`src/rtl/map_tile_store.sv`:
```
// 21x21 maze tile RAM: loads a level from a synchronous ROM, serves the display stage on a
// dedicated read port, and offers a req/ack read-modify-write port with an orb counter.
module map_tile_store #(
    parameter int unsigned MAP_W  = 21,
    parameter int unsigned MAP_H  = 21,
    parameter int unsigned TILE_W = 3,
    parameter int unsigned ADDR_W = 9
) (
    input  logic              clock_50,
    input  logic              reset,
    input  logic              start_load,
    output logic [ADDR_W-1:0] rom_addr,
    input  logic [TILE_W-1:0] rom_data,
    output logic              busy,
    input  logic [4:0]        disp_x,
    input  logic [4:0]        disp_y,
    output logic [TILE_W-1:0] disp_sprite_type,
    input  logic              gm_req,
    input  logic              gm_we,
    input  logic [4:0]        gm_x,
    input  logic [4:0]        gm_y,
    input  logic [TILE_W-1:0] gm_wdata,
    output logic              gm_ack,
    output logic [TILE_W-1:0] gm_rdata,
    output logic              gm_err,
    output logic [8:0]        orbs_left,
    output logic              level_clear
);

    localparam int unsigned       NTILES  = MAP_W * MAP_H;
    localparam logic [ADDR_W-1:0] LAST    = ADDR_W'(NTILES - 1);
    localparam logic [ADDR_W-1:0] ROW_LEN = ADDR_W'(MAP_W);
    localparam logic [4:0]        W5      = 5'(MAP_W);
    localparam logic [4:0]        H5      = 5'(MAP_H);
    localparam logic [8:0]        ORB_MAX = 9'(NTILES);
    localparam logic [TILE_W-1:0] BIG_ORB = TILE_W'(1);
    localparam logic [TILE_W-1:0] SML_ORB = TILE_W'(2);

    typedef enum logic [1:0] {LOAD, DRAIN, READY} state_t;

    state_t            state;
    logic [TILE_W-1:0] mem [NTILES];
    logic [ADDR_W-1:0] ld_prev;
    logic              ld_valid;

    logic              disp_in, gm_in, accept, game_wr;
    logic [ADDR_W-1:0] disp_addr, gm_addr, mem_waddr;
    logic [TILE_W-1:0] disp_val, gm_old, mem_wdata;
    logic              mem_we;

    function automatic logic is_orb(input logic [TILE_W-1:0] t);
        return (t == BIG_ORB) || (t == SML_ORB);
    endfunction

    assign busy      = (state != READY);
    assign disp_in   = (disp_x < W5) && (disp_y < H5);
    assign gm_in     = (gm_x < W5) && (gm_y < H5);
    assign disp_addr = ADDR_W'(disp_y) * ROW_LEN + ADDR_W'(disp_x);
    assign gm_addr   = ADDR_W'(gm_y) * ROW_LEN + ADDR_W'(gm_x);
    assign disp_val  = disp_in ? mem[disp_addr] : '0;
    assign gm_old    = gm_in ? mem[gm_addr] : '0;
    // start_load wins over a same-cycle request so the aborted access never writes or acks
    assign accept    = (state == READY) && gm_req && !gm_ack && !start_load;
    assign game_wr   = accept && gm_we && gm_in;

    always_comb begin
        mem_we    = 1'b0;
        mem_waddr = ld_prev;
        mem_wdata = rom_data;
        if ((state == LOAD && ld_valid) || state == DRAIN) begin
            mem_we = 1'b1;
        end else if (game_wr) begin
            mem_we    = 1'b1;
            mem_waddr = gm_addr;
            mem_wdata = gm_wdata;
        end
    end

    always_ff @(posedge clock_50) begin
        if (mem_we) mem[mem_waddr] <= mem_wdata;
    end

    always_ff @(posedge clock_50 or posedge reset) begin
        if (reset) begin
            disp_sprite_type <= '0;
        end else begin
            disp_sprite_type <= (state == READY) ? disp_val : '0;
        end
    end

    always_ff @(posedge clock_50 or posedge reset) begin
        if (reset) begin
            state       <= LOAD;
            rom_addr    <= '0;
            ld_prev     <= '0;
            ld_valid    <= 1'b0;
            orbs_left   <= '0;
            gm_ack      <= 1'b0;
            gm_err      <= 1'b0;
            gm_rdata    <= '0;
            level_clear <= 1'b0;
        end else begin
            gm_ack      <= 1'b0;
            level_clear <= (state == READY) && (orbs_left == '0);
            if (start_load) begin
                state       <= LOAD;
                rom_addr    <= '0;
                ld_valid    <= 1'b0;
                orbs_left   <= '0;
                level_clear <= 1'b0;
            end else begin
                case (state)
                    LOAD: begin
                        // rom_data belongs to the address issued on the previous clock
                        if (ld_valid && is_orb(rom_data)) orbs_left <= orbs_left + 9'd1;
                        ld_prev  <= rom_addr;
                        ld_valid <= 1'b1;
                        if (rom_addr == LAST) state <= DRAIN;
                        else rom_addr <= rom_addr + 1'b1;
                    end
                    DRAIN: begin
                        if (is_orb(rom_data)) orbs_left <= orbs_left + 9'd1;
                        ld_valid <= 1'b0;
                        rom_addr <= '0;
                        state    <= READY;
                    end
                    READY: begin
                        if (accept) begin
                            gm_ack   <= 1'b1;
                            gm_err   <= !gm_in;
                            gm_rdata <= gm_old;
                            if (game_wr) begin
                                if (is_orb(gm_old) && !is_orb(gm_wdata)) begin
                                    if (orbs_left != '0) orbs_left <= orbs_left - 9'd1;
                                end else if (!is_orb(gm_old) && is_orb(gm_wdata)) begin
                                    if (orbs_left != ORB_MAX) orbs_left <= orbs_left + 9'd1;
                                end
                            end
                        end
                    end
                    default: state <= LOAD;
                endcase
            end
        end
    end

endmodule

```
`config.mk`:
```
export PLATFORM = sky130hd
export DESIGN_NAME = map_tile_store
export DESIGN_NICKNAME = d
export VERILOG_FILES = /design/src/rtl/map_tile_store.sv
export SDC_FILE = /design/constraint.sdc
export NUM_CORES = 2
export LEC_CHECK = 0
export CAP_MARGIN = 20
export CORE_MARGIN = 1.5
export CORE_UTILIZATION = 55
export DETAILED_ROUTE_END_ITERATION = 10
export GPL_TIMING_DRIVEN = 0
export PLACE_DENSITY_LB_ADDON = 0.08
export SYNTH_ARGS = -nofsm -noshare
export SYNTH_HDL_FRONTEND = slang
export SYNTH_SLANG_ARGS = --single-unit
```
`constraint.sdc`:
```
create_clock -name clock_50 -period 13.9 [get_ports clock_50]
set_input_delay 2.085 -clock clock_50 [delete_from_list [all_inputs] [get_ports clock_50]]
set_output_delay 2.085 -clock clock_50 [all_outputs]
set_load 0.05 [all_outputs]
```
# Word level (Yosys, flattened, before mapping)
# Memory sizes are Yosys's and may differ from the RTL's.
# Cells that the tools add are included.
# totals
output_inout_bits	28
mem_count	1
in_bits	31
elab_cells	108
regBits	39
ram_bits	1323
# op_classes
reduce_logical	31
eq_ne	21
n_addsub	5
magnitude_cmp	4
bitwise_logic	1
muxes	33
multipliers	2
# memory_table
memory	depth	width	rd	rd_clocked_by_memory_dff	wr	line_no	rtl
mem	441	3	2	0	1	42	logic [TILE_W-1:0] mem [NTILES];
# ops
operator	n
$mux 9	13
$pmux 9 s3	1
$lt 5x5->1 const B	4
$add 9x1->9 const B	2
$add 9x5->9	2
$mul 5x5->9 const B	2
$pmux 9 s2	1
$mux 3	5
$logic_and 1x1->1	12
$eq 3x1->1 const B	3
$eq 3x2->1 const B	3
$eq 9x9->1 const B	1
$logic_not 9->1	1
$mux 1	9
$ne 3x2->1 const B	3
$ne 3x3->1 const B	3
$ne 9x9->1 const B	1
$reduce_bool 9->1	1
$sub 9x1->9 const B	1
$ne 4x2->1 const B	2
$reduce_and 8->1	1
$pmux 2 s3	1
$reduce_and 2->1	3
$logic_not 1->1	5
12 further kinds	17

# Depth between registers and ports, before layout
# An unclocked memory read counts as a cell.
# logic_depth
ltp_word	14
ltp_mapped	28
mapped_depth_nobuf	24

# Least setup slack after synthesis
# No wires, ideal clock.
# synth_path
path_type	input-to-reg
start	input port start_load
end	memory mem[0][0], data pin
n_path_buf	3
stages	7
path_slack_ns	6.527
t_arrival_ns	6.560
setup_ns	0.813
path_cell_list	clkbuf_1 > or3b_1 > nor2_2 > nand4_1 > buf_2 > buf_1 > mux2_2
# synth_via
elab_chain_cells	6
# synth_lines
item	line_no	rtl
from (decl)	11	input logic start_load,
$logic_not 1->1	63	assign accept = (state == READY) && gm_req && !gm_ack && !start_load;
$logic_and 1x1->1	63	
$logic_and 1x1->1 (2 in a row)	64	assign game_wr = accept && gm_we && gm_in;
$mux 3	72	end else if (game_wr) begin
$mux 3	70	if ((state == LOAD && ld_valid) || state == DRAIN) begin
net mem_wdata[0]	48	logic [TILE_W-1:0] disp_val, gm_old, mem_wdata;
to (decl)	42	
# The timed path passes the listed nets, and every way through them passes these cells.

# Worst setup path after layout
# layout_path
start	input port gm_y[3]
end	register orbs_left[4]
# layout_via
elab_chain_cells	12
elab_cells_between_ends	23
cone_classes	add/sub (1); mul (1); order compare (1); eq/ne (6); mux (6); reduce/logical (7); memory (1)
# layout_lines
item	line_no	rtl
from (decl)	21	input logic [4:0] gm_y,
$mul 5x5->9	59	assign gm_addr = ADDR_W'(gm_y) * ROW_LEN + ADDR_W'(gm_x);
$add 9x5->9	59	
$mem_v2 441x3	-	
$mux 3	61	assign gm_old = gm_in ? mem[gm_addr] : '0;
$eq 3x1->1 / $eq 3x2->1 (equally long branches)	52	return (t == BIG_ORB) || (t == SML_ORB);
$logic_or 1x1->1	52	
$logic_and 1x1->1	133	if (is_orb(gm_old) && !is_orb(gm_wdata)) begin
$mux 9	133	
$mux 9	132	if (game_wr) begin
$mux 9	128	if (accept) begin
$pmux 9 s3	112	case (state)
$mux 9	105	if (start_load) begin
to (signal assigned)	115	if (ld_valid && is_orb(rom_data)) orbs_left <= orbs_left + 9'd1;
to (signal assigned)	134	if (orbs_left != '0) orbs_left <= orbs_left - 9'd1;
to (signal assigned)	136	if (orbs_left != ORB_MAX) orbs_left <= orbs_left + 9'd1;
to (decl)	26	output logic [8:0] orbs_left,
# Several ways; a longest one is shown, not always the timed one. The select of a mux whose other input is x is not followed.
# A chain may end at the register's enable or synchronous reset.

==> results.yml <==
layout:
  final_core_util: 0.626
  areaGrowthSynthToFinish_pct: 12.8
  post_route_cells_drive_above_1_share: 0.314
  nets: 3995
  layout_common_cells: "edfxtp_1, mux4_2, nor2_1"
  final_common_cell: "edfxtp_1"
routing:
  drt_pass1_iterations: 9
  num_vias: 43300
  ant_nets: 0
  routed_wl_mm: 263
  viasPerCell: 7.68
  drc: 0
  wire_per_inst_um: 46.7
  drt_iter0_drc: 8571
die:
  die_width_um: 351
  core-area_sq_mm: 0.120
  rows: 127
  die_y_um: 351
  start_util: 0.555
  ioPinCount: 59
  die-area_sq_mm: 0.123
synth:
  synth_edf_count: 1323
  synth-main-ff-cell: "edfxtp_1"
  ys_ff_latch: 1362
  ys_warn_count: 0
  syn_area_sq_mm: 0.0666
  synth_cells: 3638
  postSynth.asyncResetShare: 0.0286
  syn-num-nets: 3732
  ys_seq_area_frac: 0.611
  ys_types: 70
  avgSynthCellArea_sq_um: 18.3
power_and_ir_drop:
  swShare: 0.337
  leakage_nw: 23.7
  p_int_mw: 8.12
  pwr-share-clk: 0.329
  seqPwrFrac: 0.369
  ir_worst_vdd_mv: 0.132
  power_density_mw_per_mm2: 163
  pwr-share-comb: 0.302
  p_sw_mw: 4.13
worst_setup_path:
  critPathArrivalTime_ns: 11.90
  crit_path_max_fanout: 10
  crit_type: "in2reg"
  end_kind: "flip-flop"
  startpoint_type: "input port"
  cp.required_ns: 14.64
sta:
  final.setup_skew_ns: 0.0298
  timing.final.ws_setup_ns: 2.73
  tightest_slew_ns: 1.38
  tns_ns: 0
  hold_viol: 0
  finalMaxSlewViolations: 0
  rsz0062_at_grt: "no"
  period_share: 0.803
  setup_viol: 0
  max_freq_mhz: 89.5
  maxSlewHeadroom: 0.0709
  fin_crit_ns: 11.17
clock_network:
  numCtsBuffers: 145
  cts_tree: "yes"
  cts_resized: 0
  insertion_delay_ns: 0.79
  clockBufferDepth: 3
  htreeDepth: 4
  hold_buffers: 0
  cts_setup_buffers: 0
  clockRootBuffer: "clkbuf_16"
  clk_pin_slew_ns: 0.07
  clock_sinks: 1362
place:
  dp_hpwl_mm: 186
  place.gp.congestion: 1.05
  io_buffers: 57
  dp_slack_ns: 2.44
global_routing:
  globalRouteTotalUtil: 0.436
  grt_pass1_wl_mm: 353
  antenna_found_initial: 18
  overflow: 0
  grt_pass1_vias: 42200
  grt_max_degree: 164
job:
  maxCapViolCount: 0
outcome:
  outcome: "complete, no violations"
worst_hold_path:
  hp-class: "reg2reg"
-- synth_stat cells (all sizes together), types with 10 or more instances --
cell	instances	area, sq um
edfxtp	1323	39700
mux4	795	17900
nor2	488	1830
nand2	160	601
buf	155	896
clkbuf	134	503
ha	55	688
inv	50	188
mux2i	49	490
o21ai	48	240
dfrtp	39	976
a21oi	29	145
nor3	25	125
a22oi	22	165
a211oi	19	143
nand3	18	90.1
mux2	16	180
nor2b	15	93.8
o211ai	12	90.1
o31ai	12	105
a221oi	11	96.3
a22o	10	87.6
xnor2	10	87.6
xor2	10	87.6
-- power by group through the flow --
stage          logic (mW)  clock network [mW]  registers [mW]
3_5_place_dp         3.50                   0            4.60
2_1_floorplan        1.77                   0            4.63
6_report             3.70                4.04            4.52
3_3_place_gp         3.37                   0            4.63
4_1_cts              3.51                4.02            4.52
5_1_grt              3.63                4.16            4.52
-- flip-flops by register name, indices dropped and copies added, names as in the netlist --
register	cells
rom_addr	9
gm_ack	1
orbs_left	9
mem	1323
state	2
level_clear	1
gm_rdata	3
ld_prev	9
ld_valid	1
gm_err	1
disp_sprite_type	3
-- worst paths after layout --
check,start,end,slack [ns],cells past startpoint
min in group asynchronous,reset,orbs_left[4]$_DFFE_PP0P_,1.79,2
max in group asynchronous,reset,rom_addr[3]$_DFFE_PP0P_,11.59,2
worst max-delay path,gm_y[3],orbs_left[4]$_DFFE_PP0P_,2.73,28
worst min register to register,gm_err$_DFFE_PP0P_,gm_err$_DFFE_PP0P_,0.50,1
worst min-delay path,gm_err$_DFFE_PP0P_,gm_err$_DFFE_PP0P_,0.50,1
worst max register to register,mem[155][1]$_DFFE_PP_,orbs_left[4]$_DFFE_PP0P_,7.66,18
-- kinds of logic after synthesis --
family	share of synthesized area
simple gates	0.0473
flops	0.611
mux	0.279
buf+inv	0.0238
xor+xnor	0.00263
compound gates	0.0240
fa+ha+maj	0.0127
-- per-layer routing --
layer,vias to the layer above,GRT usage,share of wire
li1,15700,-,-
met1,22500,0.561,0.33
met2,4156,0.624,0.43
met3,936,0.166,0.16
met4,14,0.287,0.080
met5,-,0,0.00037
-- stage by stage --
stage / hold WS [ns] / instances / power, mW / area [sq um]
4_1_cts: 0.505 / 5627 / 12.0 / 75100
3_5_place_dp: 0.493 / 5361 / 8.11 / 70200
2_1_floorplan: 0.447 / 3638 / 6.39 / 66600
3_3_place_gp: 0.474 / 5307 / 8.00 / 69200
5_1_grt: 0.533 / 5632 / 12.3 / 75100
6_report: 0.498 / 5641 / 12.3 / 75200
-- area by class of cell --
cell class | count | area, sq um
multi-input combinational | 1937 | 24500
tap | 1612 | 2020
sequential | 1362 | 40700
inverter | 50 | 188
buffer | 289 | 1440
antenna | 9 | 22.5
clock buffer | 183 | 4060
clock inverter | 83 | 802
timing repair buffer | 116 | 1470
fill | 8456 | 44800
-- worst max-delay path: stages --
cell and delay, ns:
clkdlybuf4s50_1 0.57, ha_1 0.27, ha_1 0.27, inv_1 0.04, fa_1 0.50, inv_1 0.08, fa_1 0.49, buf_2 0.37
buf_2 0.61, buf_2 0.45, clkbuf_1 0.76, clkbuf_1 0.97, nor3_1 0.16, a2111oi_0 0.90, a41oi_1 0.26, o2111ai_1 0.28
o22ai_1 0.29, xnor2_1 0.21, a21oi_1 0.44, ha_1 0.34, nor4_1 0.11, nor3_1 0.15, nor3_1 0.07, a221o_1 0.32
or2_1 0.22, clkbuf_1 0.17, or3b_1 0.37, nand2_1 0.07
No activity file was read; power rests on OpenSTA's default activity.
